===== config.mk =====
export PLATFORM = sky130hd
export DESIGN_NAME = uart_tx_sched
export DESIGN_NICKNAME = d
export VERILOG_FILES = /design/src/rtl/uart_tx_sched.sv
export SDC_FILE = /design/constraint.sdc
export NUM_CORES = 1
export LEC_CHECK = 0
export ABC_CLOCK_PERIOD_IN_PS = 5200
export CAP_MARGIN = 25
export CELL_PAD_IN_SITES_DETAIL_PLACEMENT = 1
export CELL_PAD_IN_SITES_GLOBAL_PLACEMENT = 1
export CORE_UTILIZATION = 52
export CTS_CLUSTER_SIZE = 10
export DETAILED_ROUTE_END_ITERATION = 6
export PLACE_DENSITY = 0.89
export SLEW_MARGIN = 20
export SYNTH_ARGS = -nofsm -noshare
export SYNTH_HDL_FRONTEND = slang
export SYNTH_SLANG_ARGS = --single-unit

===== constraint.sdc =====
create_clock -name CLK -period 5.2 [get_ports CLK]
set_clock_uncertainty 0.05 [all_clocks]
set_input_delay 0.78 -clock CLK [delete_from_list [all_inputs] [get_ports CLK]]
set_output_delay 0.78 -clock CLK [all_outputs]
set_load 0.05 [all_outputs]

===== src/rtl/uart_tx_sched.sv =====
// uart_tx_sched: shares one UART transmitter between the two M-stage store
// lanes. Bytes are queued in program order (lane 1 before lane 2) and drained
// one at a time. The drain honours uart_ready and keeps a minimum idle gap
// between write strobes.
// Optional feature: define UART_TX_SCHED_CRLF_EN to expand each 0x0A into the
// pair 0x0D, 0x0A on the wire.
module uart_tx_sched #(
    parameter int DEPTH = 16,
    parameter int PTR_W = 4,
    parameter int GAP   = 2
) (
    input  logic             CLK,
    input  logic             NRST,
    input  logic             wr1,
    input  logic [7:0]       dat1,
    input  logic             wr2,
    input  logic [7:0]       dat2,
    output logic             stall,
    input  logic             uart_ready,
    output logic             uart_wr,
    output logic [7:0]       uart_dat,
    output logic [PTR_W:0]   count,
    output logic             overflow
);

    // Gap counter holds GAP-1 down to 0 and is at least one bit wide.
    localparam int GAP_W = (GAP > 1) ? $clog2(GAP) + 1 : 1;
    localparam logic [GAP_W-1:0] GAP_LOAD = (GAP > 0) ? GAP_W'(GAP - 1) : '0;

`ifdef UART_TX_SCHED_CRLF_EN
    typedef enum logic [1:0] {S_IDLE, S_ISSUE, S_HOLD, S_ISSUE_LF} state_t;
`else
    typedef enum logic [1:0] {S_IDLE, S_ISSUE, S_HOLD} state_t;
`endif

    state_t            r_state;
    state_t            w_next;
    logic [7:0]        r_mem [DEPTH];
    logic [PTR_W-1:0]  r_rd_ptr;
    logic [PTR_W-1:0]  r_wr_ptr;
    logic [PTR_W-1:0]  w_wr_ptr2;
    logic [PTR_W:0]    r_count;
    logic [GAP_W-1:0]  r_gap;
    logic              r_overflow;
    logic              w_pop;
    logic              w_strobe;
    logic [7:0]        w_strobe_dat;
    logic [7:0]        w_head;
    logic              w_pending;
    logic [PTR_W:0]    w_free;
    logic              w_acc1;
    logic              w_acc2;
    logic              w_drop;
    logic [1:0]        w_pushes;
`ifdef UART_TX_SCHED_CRLF_EN
    logic              r_lf;
`endif

    assign w_head    = r_mem[r_rd_ptr];
    assign w_pending = (r_count != '0) && uart_ready;

    // Free space counts the slot released by a pop in this same cycle, so a
    // full FIFO that is draining can still accept one byte.
    assign w_free    = (PTR_W+1)'(DEPTH) - r_count + {{PTR_W{1'b0}}, w_pop};
    assign w_acc1    = wr1 && (w_free != '0);
    assign w_acc2    = wr2 && (w_free > {{PTR_W{1'b0}}, w_acc1});
    assign w_drop    = (wr1 && !w_acc1) || (wr2 && !w_acc2);
    assign w_pushes  = {1'b0, w_acc1} + {1'b0, w_acc2};
    assign w_wr_ptr2 = r_wr_ptr + PTR_W'(1);

    // Two slots stay in reserve for the store pair already in the M stage.
    assign stall     = (r_count >= (PTR_W+1)'(DEPTH - 2));
    assign count     = r_count;
    assign overflow  = r_overflow;

    // Drain FSM state register.
    always_ff @(posedge CLK or negedge NRST) begin
        if (!NRST) r_state <= S_IDLE;
        else       r_state <= w_next;
    end

    // Drain FSM next state, pop and strobe request. HOLD hands over straight
    // to ISSUE when more work is waiting, so back-to-back strobes land
    // exactly GAP+1 cycles apart.
    always_comb begin
        w_next       = r_state;
        w_pop        = 1'b0;
        w_strobe     = 1'b0;
        w_strobe_dat = w_head;
        case (r_state)
            S_IDLE: begin
                if (w_pending) w_next = S_ISSUE;
            end
            S_ISSUE: begin
                w_strobe = 1'b1;
`ifdef UART_TX_SCHED_CRLF_EN
                if (w_head == 8'h0A) begin
                    // Send CR first; the LF stays queued until ISSUE_LF.
                    w_strobe_dat = 8'h0D;
                    w_next       = (GAP > 0) ? S_HOLD : S_ISSUE_LF;
                end else begin
                    w_pop  = 1'b1;
                    w_next = (GAP > 0) ? S_HOLD : S_IDLE;
                end
`else
                w_pop  = 1'b1;
                w_next = (GAP > 0) ? S_HOLD : S_IDLE;
`endif
            end
            S_HOLD: begin
                if (r_gap == '0) begin
`ifdef UART_TX_SCHED_CRLF_EN
                    if (r_lf) begin
                        if (uart_ready) w_next = S_ISSUE_LF;
                    end else begin
                        w_next = w_pending ? S_ISSUE : S_IDLE;
                    end
`else
                    w_next = w_pending ? S_ISSUE : S_IDLE;
`endif
                end
            end
`ifdef UART_TX_SCHED_CRLF_EN
            S_ISSUE_LF: begin
                w_strobe = 1'b1;
                w_pop    = 1'b1;
                w_next   = (GAP > 0) ? S_HOLD : S_IDLE;
            end
`endif
            default: w_next = S_IDLE;
        endcase
    end

    // Gap counter: loaded on every strobe, counts down while holding.
    always_ff @(posedge CLK or negedge NRST) begin
        if (!NRST)                                  r_gap <= '0;
        else if (w_strobe)                          r_gap <= GAP_LOAD;
        else if (r_state == S_HOLD && r_gap != '0)  r_gap <= r_gap - 1'b1;
    end

`ifdef UART_TX_SCHED_CRLF_EN
    // Remembers that a CR went out and its LF is still owed.
    always_ff @(posedge CLK or negedge NRST) begin
        if (!NRST)                     r_lf <= 1'b0;
        else if (r_state == S_ISSUE)   r_lf <= !w_pop;
        else if (r_state == S_ISSUE_LF) r_lf <= 1'b0;
    end
`endif

    // Registered UART strobe; the data register keeps its last byte when idle.
    always_ff @(posedge CLK or negedge NRST) begin
        if (!NRST) begin
            uart_wr  <= 1'b0;
            uart_dat <= 8'h00;
        end else begin
            uart_wr <= w_strobe;
            if (w_strobe) uart_dat <= w_strobe_dat;
        end
    end

    // FIFO pointers, occupancy and sticky overflow.
    always_ff @(posedge CLK or negedge NRST) begin
        if (!NRST) begin
            r_rd_ptr   <= '0;
            r_wr_ptr   <= '0;
            r_count    <= '0;
            r_overflow <= 1'b0;
        end else begin
            r_rd_ptr   <= r_rd_ptr + PTR_W'(w_pop);
            r_wr_ptr   <= r_wr_ptr + PTR_W'(w_pushes);
            r_count    <= r_count + (PTR_W+1)'(w_pushes) - (PTR_W+1)'(w_pop);
            if (w_drop) r_overflow <= 1'b1;
        end
    end

    // FIFO storage: lane 1 takes the lower slot when both lanes are accepted.
    always_ff @(posedge CLK) begin
        if (w_acc1) r_mem[r_wr_ptr] <= dat1;
        if (w_acc2) r_mem[w_acc1 ? w_wr_ptr2 : r_wr_ptr] <= dat2;
    end

endmodule


# == Word level (Yosys, flattened, before mapping) ==
# Memories as Yosys holds them, arrays and structs flattened. A register that Yosys moved wholly into a read port is not among the register bits.
# Index checks and enable logic that the tools add are counted.
# totals
in_bits,21
reg_bits,19
ram_bits,128
n_memories,1
wordCells,52
# mem_list
memory,words,width,rd,rd_clocked_by_memory_dff,write_ports,line,text
r_mem,16,8,1,1,2,38,logic [7:0] r_mem [DEPTH];
# classes
n_addsub,9
n_mux,12
eq_ne,4
n_reduce_logical,17
magnitude_cmp,2
# ops
cell,n
5-bit nonzero test,2
2-bit two-way mux,4
1-bit logical AND,6
1-bit two-way mux,6
2-bit case mux with 3 select lines,1
5-bit by 1-bit adder with 5-bit output,1
5-bit by 2-bit adder with 5-bit output,1
5-bit by 4-bit greater-or-equal comparator with 1-bit output (second input constant),1
5-bit by 1-bit greater-than comparator with 1-bit output,1
5-bit by 1-bit subtractor with 5-bit output,1
5-bit subtractor (first input constant),1
4-bit by 1-bit adder with 4-bit output,1
4-bit by 1-bit adder with 4-bit output (second input constant),1
4-bit by 2-bit adder with 4-bit output,1
2-bit zero test,2
4-bit two-way mux,1
2-bit inequality test (second input constant),2
2-bit nonzero test,2
1-bit zero test,3
1-bit by 1-bit adder with 2-bit output,1
2-bit by 1-bit == test with 1-bit output (second input constant),1
2-bit == test (second input constant),1
2-bit AND reduction,1
2-bit by 1-bit subtractor with 2-bit output (second input constant),1
1-bit logical OR,1

# == Logic depth before layout (Yosys ltp) ==
# depth
depth_word,10
depth_mapped,24
ltp_nobuf,23

# == Least setup slack after synthesis ==
# OpenSTA, ideal clock, no wires.
# synth_timing
path_type,register -> register
startpoint,register r_state[1]
endpoint,register r_count[4] (netlist: count[4])
period_less_slack_ns,4.155
required_ns,5.028
stages_incl_launch_ff,23
setup_slack_ns,1.045
t_arrival_ns,3.983
path_cell_list,dfrtp_1 > nand2b_1 > clkbuf_1 > ha_1 > or3_4 > a21oi_1 > a2bb2oi_2 > inv_2 > ha_1 > o22ai_2 > and2_1 > ha_1 > inv_1 > ha_1 > inv_1 > ha_1 > inv_1 > fa_1 > inv_1 > a21oi_1 > nor2_1 > nor2_1 > xnor2_1
# synth_via
elab_chain_len,10
# synth_rtl
element,line,text
"start, declared",36,state_t r_state;
"start signal, assigned",79,else r_state <= w_next;
2-bit by 1-bit == test with 1-bit output *,90,case (r_state)
1-bit two-way mux *,90,
5-bit by 1-bit adder with 5-bit output,64,"assign w_free = (PTR_W+1)'(DEPTH) - r_count + {{PTR_W{1'b0}}, w_pop};"
5-bit nonzero test,65,assign w_acc1 = wr1 && (w_free != '0);
1-bit logical AND,65,
5-bit by 1-bit greater-than comparator with 1-bit output,66,"assign w_acc2 = wr2 && (w_free > {{PTR_W{1'b0}}, w_acc1});"
1-bit logical AND,66,
1-bit by 1-bit adder with 2-bit output,68,"assign w_pushes = {1'b0, w_acc1} + {1'b0, w_acc2};"
5-bit by 2-bit adder with 5-bit output,171,r_count <= r_count + (PTR_W+1)'(w_pushes) - (PTR_W+1)'(w_pop);
5-bit by 1-bit subtractor with 5-bit output *,171,
"end signal, assigned",171,
"end, declared",42,logic [PTR_W:0] r_count;
# Mark *: on every way between the ends. The rest lies on a longest branch, timed or not.
# A chain may end at the register's enable or synchronous reset.

# == Worst setup path in the final report ==
# Same ends and word-level chain as after synthesis.

==> impl_metrics.csv <==
group,metric,value,unit
die,die_width,130,um
yosys,async_flop_share,0.174,
hold_path,hp-class,"reg2reg",
yosys,syn_avg_cell_area,15.3,um^2
yosys,synth_common_cells,"edfxtp_1, mux2_2, nand2_1",
yosys,synthDistinctLibCells,46,
die,ios,37,
yosys,synth_compound_area_frac,0.0510,
yosys,synthSimpleGateAreaFrac,0.0491,
finish,diodes,0,
yosys,synth-seq-area-share,0.531,
cts,clockBufferDepth,2,
yosys,synth_xor_area_frac,0.0103,
detailed_routing,firstDrtPassIters,5,
yosys,synthAdderAreaFrac,0.0370,
yosys,netlist_instances,556,
yosys,synth_area,8520,um^2
finish,fin_util,0.607,
sta,setup_viol,0,
grt,grt_use_total,0.291,
detailed_routing,drc,0,
cts,numCtsBuffers,17,
yosys,synth_edf_count,128,
cts,hold_buffers,0,
power,power_density,642,nW/um^2
hold_path,worstHoldPathCells,2,
worst_setup_path,required,5.47,ns
worst_setup_path,cp-start-kind,"flop",
cts,h-tree-depth,4,
worst_setup_path,crit_fanout,11,
sta,slew_violations,0,
die,initial_core_util,0.534,
worst_setup_path,crit_type,"reg2reg",
finish,fin_cells,812,
detailed_routing,detail-route-antenna-nets,0,
grt,met2_usage,0.499,
yosys,synthMuxAreaShare,0.294,
placed_design,placedCellCount,780,
placed_design,place.gp.congestion,0.860,
finish,final_cell_area,9680,um^2
worst_setup_path,cp.arrival,5.09,ns
cts,worst_skew_pair.late_latency,0.43,ns
cts,clkTransAtPathRegs,0.06,ns
die,num_rows,46,
grt,grt_max_degree,35,
yosys,synth_top_family_by_area,"multiplexers",
yosys,synth_top_area_frac,0.451,
finish,layout-drive-gt1-share,0.388,
sta,hold_viol,0,
yosys,syn_nets,601,
yosys,synth_most_common_cell,"edfxtp_1",
grt,grt_util_met3,0.0570,
sta,fmax,208,MHz
grt,grt_busiest_layer,"met2",
finish,area_growth,13.7,%
placed_design,dpl.hpwl,15.4,mm
hold_path,worstHoldStart,"uart_dat[6]",
sta,finalCritPeriodShare,0.927,
cts,cts_tree,"yes",
placed_design,port_buffers,36,
cts,clock_sinks,155,
cts,post_cts.repair.setup_buffers,0,
grt,grt-ovfl-total,0,
yosys,yosys.area.top_type,"edfxtp_1",
detailed_routing,vias,5053,
die,die-area,16900,um^2
die,core-area,15900,um^2
sta,min_period,4.82,ns
yosys,ys_top_cells_by_area,"edfxtp_1, mux2_2, mux4_2",
sta,fin_setup_tns,0,ns
detailed_routing,wl_per_cell,27.9,um
cts,root_buffer,"clkbuf_16",
hold_path,min_to,"uart_dat[6]",
grt,grt_pass1_wl,34.2,mm
detailed_routing,drt_iter0_drc,455,
power,finalPower,6220,uW
grt,grt_pass1_vias,5498,
grt,antenna_found_initial,0,
run,drv_cap,0,
finish,nets,628,
worst_setup_path,r2r_end,"count[4]",
worst_setup_path,end_kind,"flop",
yosys,ys.warnings.count,0,
worst_setup_path,r2r-start,"r_state[1]",
placed_design,placed_cell_area,9050,um^2
yosys,ys_ff_latch,155,
worst_setup_path,r2r_cells,21,
sta,worstMarginPinSlew,0.974,ns
worst_setup_path,r2r_slack,0.38,ns
yosys,synthFlopType,"edfxtp_1",
power,p_leak,0.00360,uW
power,max-vdd-ir-drop,0.371,mV
detailed_routing,vias_per_cell,6.22,
grt,met1_usage,0.358,
sta,rsz0062_at_grt,"false",
sta,slew_headroom,0.351,
run_status,status,"completed",
detailed_routing,drt_wl_total,22.7,mm
die,die_y,130,um
sequential cells by signal (all words and copies together), names as in the netlist:
name	flops
r_state	2
overflow	1
r_wr_ptr	4
r_mem	128
r_rd_ptr	4
uart_dat	8
count	5
uart_wr	1
r_gap	2
power by group:
part / switching, uW / internal [uW] / total (uW)
Clock: 523 / 812 / 1340
Combinational: 1590 / 1160 / 2750
Sequential: 303 / 1830 / 2130
cells by family (layout without fill, tap and decap cells):
group,Yosys count,count (layout)
simple gates,88,88
buf+inv,57,97
flops,155,155
fa+ha+maj,24,24
compound gates,47,47
mux,175,175
xor+xnor,10,10
critical path, stage by stage, from the launching register on:
cell       delay [ns]
dfrtp_1          0.42
nand2b_1         0.20
ha_1             0.23
or3_4            0.40
a21oi_1          0.28
a2bb2oi_4        0.36
inv_2            0.19
ha_1             0.34
o22ai_2          0.37
and2_1           0.19
ha_1             0.24
inv_1            0.07
ha_1             0.22
inv_1            0.07
ha_1             0.16
inv_1            0.08
fa_1             0.42
inv_1            0.08
a21oi_1          0.06
nor2_1           0.10
nor2_1           0.06
xnor2_1          0.12
placed cells by master (no fill, tap or decap), drive strengths merged, types with 2 or more instances in the layout:
master / count
mux2: 131
clkinvlp: 2
xor2: 7
nand3: 4
fa: 2
a22oi: 2
a21o: 11
o21ai: 13
inv: 26
edfxtp: 128
mux4: 40
nand2: 49
and3: 7
buf: 7
nor2: 8
nor2b: 4
ha: 22
dfrtp: 27
clkbuf: 20
nor3: 3
a21oi: 13
and4: 2
bufinv: 4
nand2b: 5
clkdlybuf4s50: 36
clkinv: 2
xnor2: 3
mux2i: 4
worst max path at each step:
stage	startpoint	cells after the start	endpoint	slack [ns]
global placement	r_state[1]	21	count[4]	0.60
floorplan	r_state[1]	22	count[4]	1.04
global route	r_state[1]	23	count[4]	0.10
detailed placement	r_state[1]	23	count[4]	0.32
finish	r_state[1]	21	count[4]	0.38
CTS	r_state[1]	21	count[4]	0.24
layout make-up:
| class | instances | area, um^2 |
|---|---|---|
| Inverter | 22 | 82.6 |
| Multi-Input combinational cell | 344 | 3770 |
| Clock buffer | 20 | 437 |
| Timing Repair Buffer | 43 | 413 |
| Sequential cell | 155 | 4520 |
| Clock inverter | 12 | 186 |
| Fill cell | 1501 | 6260 |
| Tap cell | 216 | 270 |
routing by layer:
layer / part of all wire / vias to the layer above
met5: 0 / -
met3: 0.054 / 57
met4: 0.032 / 0
met1: 0.40 / 2609
li1: - / 2184
met2: 0.51 / 203
what timing repair did:
| action | in CTS | in global routing |
|---|---|---|
| endpoints found under the hold margin | 0 | 0 |
| resized for setup | 0 | 1 |
| endpoints found under the setup margin | 0 | 1 |
metrics by stage:
stage / worst slack (ns) / hold WS, ns
6_report: 0.382 / 0.428
4_1_cts: 0.241 / 0.436
2_1_floorplan: 1.04 / 0.414
3_5_place_dp: 0.325 / 0.421
5_1_grt: 0.102 / 0.461
3_3_place_gp: 0.604 / 0.397
No activity file was read; power rests on OpenSTA's default activity.
